<file path="config.mk">
export PLATFORM = sky130hd
export DESIGN_NAME = bus_wait_lfsr
export DESIGN_NICKNAME = d
export VERILOG_FILES = /design/src/rtl/bus_wait_lfsr.sv
export SDC_FILE = /design/constraint.sdc
export NUM_CORES = 1
export LEC_CHECK = 0
export BUFFER_PORTS_ARGS = -buffer_cell sky130_fd_sc_hd__buf_2
export CAP_MARGIN = 30
export CORE_AREA = 2 2 39 41
export DETAILED_ROUTE_END_ITERATION = 12
export DIE_AREA = 0 0 41 43
export GPL_TIMING_DRIVEN = 0
export PLACE_DENSITY = 0.66
export SKIP_LAST_GASP = 1
export SLEW_MARGIN = 40
export SYNTH_ARGS = -nofsm -noshare
export SYNTH_HDL_FRONTEND = slang
export SYNTH_SLANG_ARGS = --single-unit
</file>
<file path="constraint.sdc">
create_clock -name clk -period 1.95 [get_ports clk]
set_input_delay 0.0975 -clock clk [delete_from_list [all_inputs] [get_ports clk]]
set_output_delay 0.0975 -clock clk [all_outputs]
set_load 0.03 [all_outputs]
</file>
<file path="src/rtl/bus_wait_lfsr.sv">
// rtl/bus_wait_lfsr.sv - free-running 16-bit Fibonacci LFSR that sources random stall lengths
// Ports: clk (rising edge), reset_n (async active-low, loads SEED), value[15:0] (current state).
module bus_wait_lfsr #(
    parameter logic [15:0] SEED = 16'hACE1
) (
    input  logic        clk,
    input  logic        reset_n,
    output logic [15:0] value
);

    // Taps 16,14,13,11; shifts every clock regardless of bus traffic.
    always_ff @(posedge clk or negedge reset_n) begin
        if (!reset_n) begin
            value <= SEED;
        end else begin
            value <= {value[14:0], value[15] ^ value[13] ^ value[12] ^ value[10]};
        end
    end

endmodule

</file>
Word level (Yosys, flattened, before mapping). Cells that the tools add are included.

Register bits after elaboration: 16. Input port bits: 2. Output and inout bits: 16. Logic and storage cells: 4.

Bitwise operators: 3.

Operators by type and width (count): 1-bit bitwise XOR (3).

Logic depth before layout (Yosys ltp). Gate-level depths: netlist (run 1).

Depth in word-level cells: 3. Gate-level depth with buffers: 2. Gate-level depth less buffers: 2.

Least setup slack after synthesis (run 1). Ideal clock, no wire load.

Path kind: reg-to-reg. Start point: register value[15]. End point: register value[0]. Setup time: 75 ps. Arrival: 914 ps. Data required time: 1875 ps. Slack: 960 ps. Cell stages (with the launch flop): 3. Buffers on the path: 0. Clock period less this slack: 990 ps. Cell sequence: dfstp_2 xor2_1 xnor2_1.

Word-level cells in the longest chain between the ends: 3.

Ends and longest elaborated chain: from (decl) (line 8) `output logic [15:0] value`; from (signal assigned) (line 16) `value <= {value[14:0], value[15] ^ value[13] ^ value[12] ^ value[10]};`; 1-bit bitwise XOR (3 in series) (line 16).

No other way between the ends.

Final worst setup path (run 1).
Start point: register value[13]. End point: output value[13].

No word-level cell between the ends.

==> impl_results.md, run 1 <==
* Die height at 43 um
* Die area at 0.00176 sq mm
* Max Root-Sink Buffers at 2
* Worst Path Max Fanout at 3
* Fin. Hold Viols at 0
* Flop2flop setup slack at 1000 ps
* Gate power share at 1.5%
* Std cell rows at 14
* Input/output buffers at 17
* Syn Std Cell Area at 437 sq um
* Slew HR at 77.6%
* Area Growth Syn to Fin at 34.7%
* Worst reg2reg path depth at 2
* Tcrit/Tclk final at 58.3%
* Max VDD drop at 0.000511 V
* DRC errors left at 0
* Max reg flops at 16
* Crit path arrival time at 1040 ps
* Worst-margin pin slew at 336 ps
* Unrepaired setup endpoints after global routing: false
* Post CTS Setup Buffer Count at 0
* Simple-gate share of the synthesized area at 0%
* Skew-Pair Late Insertion Delay at 280 ps
* I/O pin cnt at 18
* Final wirelength at 693 um
* Met2 WL at 282 um
* Clock Tree Root: clkbuf_4
* Clock Sinks at 16
* Status: finished, final reports clean
* Internal Power at 448 uW
* Sw frac at 18.5%
* Synth Area in Compound Gates at 0%
* CP endpoint kind: output pin
* Crit-path max cell delay at 560 ps
* LEAKAGE at 0.000326 uW
* Clk slew on worst S/H paths at 90 ps
* Worst Setup Path Type: register to output pin
* Largest Register: value
* Post-Syn Instances at 19
* Fin. max-slew vios at 0
* Cts repair resizes at 0
* Share of cells above drive strength 1 at 70.7%
* Hold Path Class: primary input to async pin
* N_diodes at 0
* Power per Cell Area at 934 mW/mm^2
* Final net count at 44
* Largest family of logic cells by synthesized area: XOR/XNOR gates
* Worst EP required at 1850 ps
* CP Launch Point: value[13]
* Worst r2r dst: value[0]
* Sequential share of power at 60.5%
* F_max at 0.879 GHz
* Setup violators final at 0
* Commonest non-fill, non-tap cell in the layout: buf_2
* Worst r2r src: value[15]
* Clk pwr share at 38.0%
* 1st-pass router iterations at 1
* Tot GR Track Use at 9.79%
* Initial core utilization at 31.6%
* Synth cell types at 4
* Detailed placement HPWL at 469 um
* Synth Area per Inst at 23.0 sq um
* Pin count of the biggest net entering global routing at 17
* Remaining Overflow, GRT at 0
* Mux cell area share after synthesis at 0%
* Initial antenna violation count at 0
* Vias in the first global route at 230
* GPL Wtd Cong at 0.575
* DR vias at 233
* Post-Synth Adder-Cell Area at 0%
* Synth Area in XOR/XNOR at 6.02%
* Slowest cell on crit path: dfstp_2
* Die Wd at 41 um
* CTS buffer count at 3
* Synth Register Bits at 16
* Worst clock skew at 5.32 ps
* DR WL/cell at 12.2 um
* Routed vias/inst at 4.09
* M1 wire length at 335 um
* WL met3 at 75 um
* CP Launch Type: register
* Register area share after synthesis at 94.0%
* Number of max-cap violations at 0
* CP bufs+invs at 1
* Crit path cell chain: buf_2
* Syn nets at 21
* Crit path time final at 1140 ps
* Global-route wire length before repair at 1040 um
* H-tree depth at 1
* Fill cells at 125
* Crit path depth at 1
* Largest registers: value (16)
* Switch Pwr at 101 uW
* Core Region at 0.00138 sq mm
* ANT nets after route at 0
* Setup TNS at 0 ps
* Synthesis Warnings at 0
* Util after Layout at 42.5%
* Crit path capture: value[13]
* Initial DRC count at 0
* CTS tree: yes
* CP top delay family: flip-flops
* Top routing layer in use: met3
* Most frequent cells in the layout: buf_2, dfstp_2, dfrtp_1
-- logic make-up after synthesis --
| logic type | Yosys count |
|---|---|
| XOR/XNOR | 3 |
| flip-flops | 16 |
-- metal layers --
layer,track usage (%),vias to the layer above
met5,0,-
met4,6.00,0
met3,6.28,0
met2,11.9,17
met1,12.6,113
li1,-,103
-- power by group through the flow --
stage	clock (uW)	combinational, uW	sequential, uW
6_report	209	8.00	332
3_5_place_dp	0	6.87	338
3_3_place_gp	0	6.67	338
4_1_cts	223	8.46	333
5_1_grt	235	9.85	333
2_1_floorplan	0	0.0000126	338
-- per-stage QoR --
step,hold WS [ps],power [uW],std cells,instance area (sq um),setup WS (ps)
final,238,550,57,588,812
after global routing,276,577,57,588,765
after CTS,236,564,57,588,791
after detailed placement,15.2,345,52,542,1040
after global placement,10.5,345,52,542,1020
after floorplan,-198,338,19,437,960
-- cells in the mapped netlist (all sizes together) --
library cell | instances | area [sq um]
dfrtp | 8 | 200
dfstp | 8 | 210
xnor2 | 2 | 17.5
xor2 | 1 | 8.76
-- final cells by class --
type | instances | area [sq um] | share of cell area, %
multi-input combinational | 3 | 26.3 | 4.47
tap | 16 | 20.0 | 3.40
timing repair buffer | 18 | 95.1 | 16.2
clock buffer | 4 | 36.3 | 6.17
sequential | 16 | 410 | 69.8
-- how the worst min path moves through the flow --
stage | end | startpoint | slack [ps] | cells after the start
finish | value[9] | reset_n | 240 | 2
global route | value[9] | reset_n | 280 | 2
CTS | value[12] | reset_n | 240 | 2
detailed placement | value[12] | reset_n | 20 | 1
global placement | value[9] | reset_n | 10 | 1
floorplan | value[12] | reset_n | -200 | 0
-- timing repair --
item,in CTS,in global routing
endpoints found under the setup margin,0,0
endpoints found under the hold margin,16,0
hold buffers,1,0
No activity file was read; power rests on OpenSTA's default activity.
==> inputs of run 2 (changes only) <==
- PLACE_DENSITY: 0.66 -> 0.68
- clock period: 1.95 -> 1 ns (I/O delays scaled with it)
==> run 2 against run 1 <==
Effect of this change: the run now ends with setup timing left; largest cell class unchanged; critical path depth unchanged; non-clock buffer count increased by 2; sequential share of layout area decreased by 7.9 points.
==> impl_results.md, run 2 (synthesized netlist as in run 1, its figures left out) <==
* Fin. max-slew vios at 0 (unchanged)
* CTS buffer count at 3 (unchanged)
* Max reg flops at 16 (unchanged)
* Status: finished with violations
* Final wirelength at 702 um (+1.3%)
* Core Region at 0.00138 sq mm (unchanged)
* Die area at 0.00176 sq mm (unchanged)
* H-tree depth at 1 (unchanged)
* CTS tree: yes
* Setup WS pre-CTS at 98.7 ps (-945 ps)
* Die height at 43 um (unchanged)
* DRC errors left at 0 (unchanged)
* Largest registers: value (16)
* Initial antenna violation count at 0 (unchanged)
* Max VDD drop at 0.000993 V (+94%)
* CP top delay family: flip-flops
* Vias in the first global route at 244 (+6.1%)
* Most frequent cells in the layout: buf_2, buf_6, dfstp_2, dfrtp_1, clkbuf_4
* Worst setup margin at -13.9 ps (-826 ps)
* Max Root-Sink Buffers at 2 (unchanged)
* Pin count of the biggest net entering global routing at 17 (unchanged)
* Clk slew on worst S/H paths at 90 ps (about the same)
* Unrepaired setup endpoints after global routing: true
* Remaining Overflow, GRT at 0 (unchanged)
* Global-route wire length before repair at 1110 um (+6.6%)
* Largest Register: value
* Tcrit/Tclk final at 101%
* F_max at 0.986 GHz
* Tot GR Track Use at 10.2% (+0.40 points)
* Clock Tree Root: clkbuf_4
* Crit path arrival time at 960 ps (-80 ps)
* Failing checks: setup timing
* Die Wd at 41 um (unchanged)
* LEAKAGE at 0.000341 uW (+4.6%)
* Routed vias/inst at 4.14 (+1.2%)
* CP endpoint kind: output pin
* Initial DRC count at 5 (+5)
* Crit-path max cell delay at 560 ps (about the same)
* Crit path cell chain: buf_6
* Worst EP required at 950 ps (-900 ps)
* N_diodes at 0 (unchanged)
* Share of cells above drive strength 1 at 74.4% (+3.7 points)
* Hold Path Class: primary input to async pin
* Worst-margin pin slew at 324 ps (-12.5 ps)
* Worst Setup Path Type: register to output pin
* GPL Wtd Cong at 0.590 (+2.6%)
* CP bufs+invs at 1 (unchanged)
* Worst Path Max Fanout at 2 (-1)
* Clock Sinks at 16 (unchanged)
* Crit path time final at 1010 ps
* Flop2flop setup slack at 20 ps (-980 ps)
* Setup violators final at 2 (+2)
* Input/output buffers at 17 (unchanged)
* Slew HR at 78.4% (+0.83 points)
* Setup TNS at -23.8 ps (-23.8 ps)
* Number of max-cap violations at 0 (unchanged)
* Skew-Pair Late Insertion Delay at 280 ps (about the same)
* Area Growth Syn to Fin at 51.9%
* Fin. Hold Viols at 0 (unchanged)
* Power per Cell Area at 1600 mW/mm^2 (+72%)
* CP Launch Type: register
* Worst clock skew at 4.58 ps (-0.740 ps)
* ANT nets after route at 0 (unchanged)
* DR vias at 244 (+4.7%)
* Slowest cell on crit path: dfstp_2
* Initial core utilization at 31.6% (unchanged)
* Std cell rows at 14 (unchanged)
* DR WL/cell at 11.9 um (-2.1%)
* 1st-pass router iterations at 2 (+1)
* Final net count at 46 (+4.5%)
* I/O pin cnt at 18 (unchanged)
run 2: cell count changes in the layout (fill, tap and decap cells not counted), sizes merged:
cell,before,now
buf,17,18
clkbuf,4,5
run 2: what timing repair did:
item / in CTS / in global routing
endpoints found under the hold margin: 16 / 0
hold buffers: 1 / 0
endpoints found under the setup margin: 8 / 10
pin swaps: 0 / 1
gates resized for setup: 16 / 2
buffers inserted: 2 / 0
run 2: stage by stage:
stage,utilization (%),total power [uW],hold WS [ps],cell area [sq um],cells
CTS,47.2,1080,202,653,59
global route,47.9,1130,205,663,59
detailed placement,39.2,673,-33.8,542,52
finish,47.9,1060,190,663,59
global placement,39.2,673,-38.6,542,52
floorplan,-,660,-246,437,19
run 2: report_power, final:
group          internal, uW  switching, uW
combinational          3.96           11.2
clock                   221            179
sequential              648              0
total                   873            190
run 2: worst paths after layout:
check	end	start	cells past startpoint
worst max register to register	value[0]	value[10]	3
min in group clk	value[7]	value[6]	0
worst max-delay path	value[0]	value[0]	1
worst min register to register	value[7]	value[6]	0
worst min-delay path	value[9]	reset_n	2
max in group asynchronous	value[5]	reset_n	2
run 2: cell type report:
type	instances	area [sq um]
clock buffers	4	36.3
well taps	16	20.0
flip-flops and latches	16	410
multi-input cells	3	33.8
repair buffers	20	163
fillers	121	721
run 2: layer usage:
metal	vias to the layer above	wire length (um)	part of all wire (%)	global-route usage, %
met5	-	0	0	0
met2	19	315	45	14.1
met3	0	98	14	10.5
met4	0	0	0	0
li1	108	-	-	-
met1	117	287	41	11.9
==> inputs of run 3 (changes only) <==
==> constraint.sdc (replaced) <==
create_clock -name clk -period 1 [get_ports clk]
set_input_delay 0.15 -clock clk [delete_from_list [all_inputs] [get_ports clk]]
set_output_delay 0.15 -clock clk [all_outputs]
set_load 0.03 [all_outputs]
==> run 3 against run 2 <==
Effect of this change: the flow still finishes with violations (setup timing); worst hold slack better by 99 ps; count of clock-buffer cells in the layout stayed put; combinational power hardly changed; wire length is 15% higher; worst setup slack worse by 99 ps; die area stayed put; fmax is 8.9% lower; register-to-register slack hardly changed; sequential power hardly changed.
==> impl_results.md, run 3 (synthesized netlist as in run 1, its figures left out) <==
* Worst Setup Path Type: register to output pin
* Failing checks: setup timing
* Final cell count without fillers at 65 (+10%)
* Hold Slack at 289 ps (+99.2 ps)
* Input/output buffers at 17 (unchanged)
* Crit path cell chain: buf_6
* Setup TNS at -813 ps (-789 ps)
* Skew-Pair Late Insertion Delay at 280 ps (about the same)
* Initial core utilization at 31.6% (unchanged)
* Remaining Overflow, GRT at 0 (unchanged)
* Setup violators final at 8 (+6)
* Initial DRC count at 0 (-5)
* Power per Cell Area at 1410 mW/mm^2 (-12%)
* CP bufs+invs at 1 (unchanged)
* ANT nets after route at 0 (unchanged)
* Crit-path max cell delay at 550 ps (about the same)
* F_max at 0.898 GHz (-8.9%)
* DRC errors left at 0 (unchanged)
* 1st-pass router iterations at 1 (-1)
* Worst Path Max Fanout at 2 (unchanged)
* Tcrit/Tclk final at 111% (+9.9 points)
* Initial antenna violation count at 0 (unchanged)
* Die area at 0.00176 sq mm (unchanged)
* Max Root-Sink Buffers at 2 (unchanged)
* Crit path capture: value[0]
* Vias in the first global route at 263 (+7.8%)
* DR WL/cell at 12.4 um (+4.6%)
* Final net count at 52 (+13%)
* N_diodes at 0 (unchanged)
* Die height at 43 um (unchanged)
* Slowest cell on crit path: dfstp_2
* Worst EP required at 850 ps (-100 ps)
* Slew HR at 77.7% (-0.67 points)
* CP endpoint kind: output pin
* Util after Layout at 55.2% (+7.2 points)
* Std cell rows at 14 (unchanged)
* Worst clock skew at 2.91 ps (-1.67 ps)
* Share of cells above drive strength 1 at 79.6% (+5.2 points)
* Total power at 1070 uW (+0.82%)
* Hold Path Class: primary input to async pin
* CTS buffer count at 3 (unchanged)
* Fin. max-slew vios at 0 (unchanged)
* Final wirelength at 809 um (+15%)
* I/O pin cnt at 18 (unchanged)
* Worst r2r src: value[15]
* Pin count of the biggest net entering global routing at 17 (unchanged)
* Clock Sinks at 16 (unchanged)
* Fin. Hold Viols at 0 (unchanged)
* Most frequent cells in the layout: buf_6, buf_4, dfstp_2, dfrtp_1, clkbuf_4
* Global-route wire length before repair at 1150 um (+3.2%)
* Commonest non-fill, non-tap cell in the layout: buf_6
* LEAKAGE at 0.000378 uW (+11%)
* Largest registers: value (16)
* Routed vias/inst at 4.12 (-0.30%)
* Worst reg2reg path depth at 3 (unchanged)
* DR vias at 268 (+9.8%)
* Crit path arrival time at 960 ps (about the same)
* Clock Tree Root: clkbuf_4
* CTS tree: yes
* CP Launch Type: register
* Unrepaired setup endpoints after global routing: true
* Worst r2r dst: value[0]
* GPL Wtd Cong at 0.590 (unchanged)
* Crit path depth at 1 (unchanged)
* Largest Register: value
* Clk slew on worst S/H paths at 90 ps (about the same)
* Die Wd at 41 um (unchanged)
* H-tree depth at 1 (unchanged)
* Core Region at 0.00138 sq mm (unchanged)
* Worst setup margin at -113 ps (-99.4 ps)
* Number of max-cap violations at 0 (unchanged)
* Max VDD drop at 0.00104 V (+4.3%)
* Worst-margin pin slew at 334 ps (+10.1 ps)
* CP Launch Point: value[0]
* Status: finished with violations
* Crit path time final at 1110 ps (+99.4 ps)
* Area Growth Syn to Fin at 74.8%
* CP top delay family: flip-flops
* Max reg flops at 16 (unchanged)
* Inst Count DP at 52 (unchanged)
* Tot GR Track Use at 10.7% (+0.53 points)
* Flop2flop setup slack at 20 ps (about the same)
==> run 3: cell count changes in the layout (fill, tap and decap cells not counted), sizes merged <==
cell,previous run,this run
clkbuf,5,4
buf,18,25
==> run 3: how the worst min path moves through the flow <==
stage | from | end | slack (ps) | cells after the start
2_1_floorplan | reset_n | value[12] | -150 | 0
3_3_place_gp | reset_n | value[9] | 60 | 1
3_5_place_dp | reset_n | value[9] | 70 | 1
4_1_cts | reset_n | value[9] | 300 | 2
5_1_grt | reset_n | value[9] | 300 | 2
6_report | reset_n | value[9] | 290 | 2
==> run 3: power by group <==
group	switching (uW)	internal, uW	leakage (uW)
Sequential	0	648	0.000194
Combinational	11.6	3.96	0.000163
Clock	187	221	0.0000210
==> run 3: timing repair <==
item                                   4_1_cts  5_1_grt
hold buffers                                 1        0
gates resized for setup                     21       16
pin swaps                                    0        1
setup buffers                                7        1
setup endpoints to repair                   13       17
endpoints found under the hold margin        8        0
==> run 3: layer usage <==
| metal | global-route usage (%) | up-vias | part of all wire (%) |
|---|---|---|---|
| li1 | - | 117 | - |
| met1 | 11.2 | 131 | 38 |
| met2 | 15.3 | 20 | 48 |
| met3 | 10.5 | 0 | 14 |
| met4 | 2.00 | 0 | 0 |
| met5 | 0 | - | 0 |
==> run 3: final cells by class <==
class                      instances  area [sq um]
tap                               16          20.0
clock buffer                       4          36.3
timing repair buffer              26           255
sequential                        16           410
fill                             113           621
multi-input combinational          3          41.3
==> run 3: per-stage QoR <==
step | cell area, sq um | worst slack (ps)
after detailed placement | 542 | 98.7
after global placement | 542 | 80.8
after floorplan | 437 | 10.5
final | 763 | -113
after CTS | 703 | -127
after global routing | 763 | -167
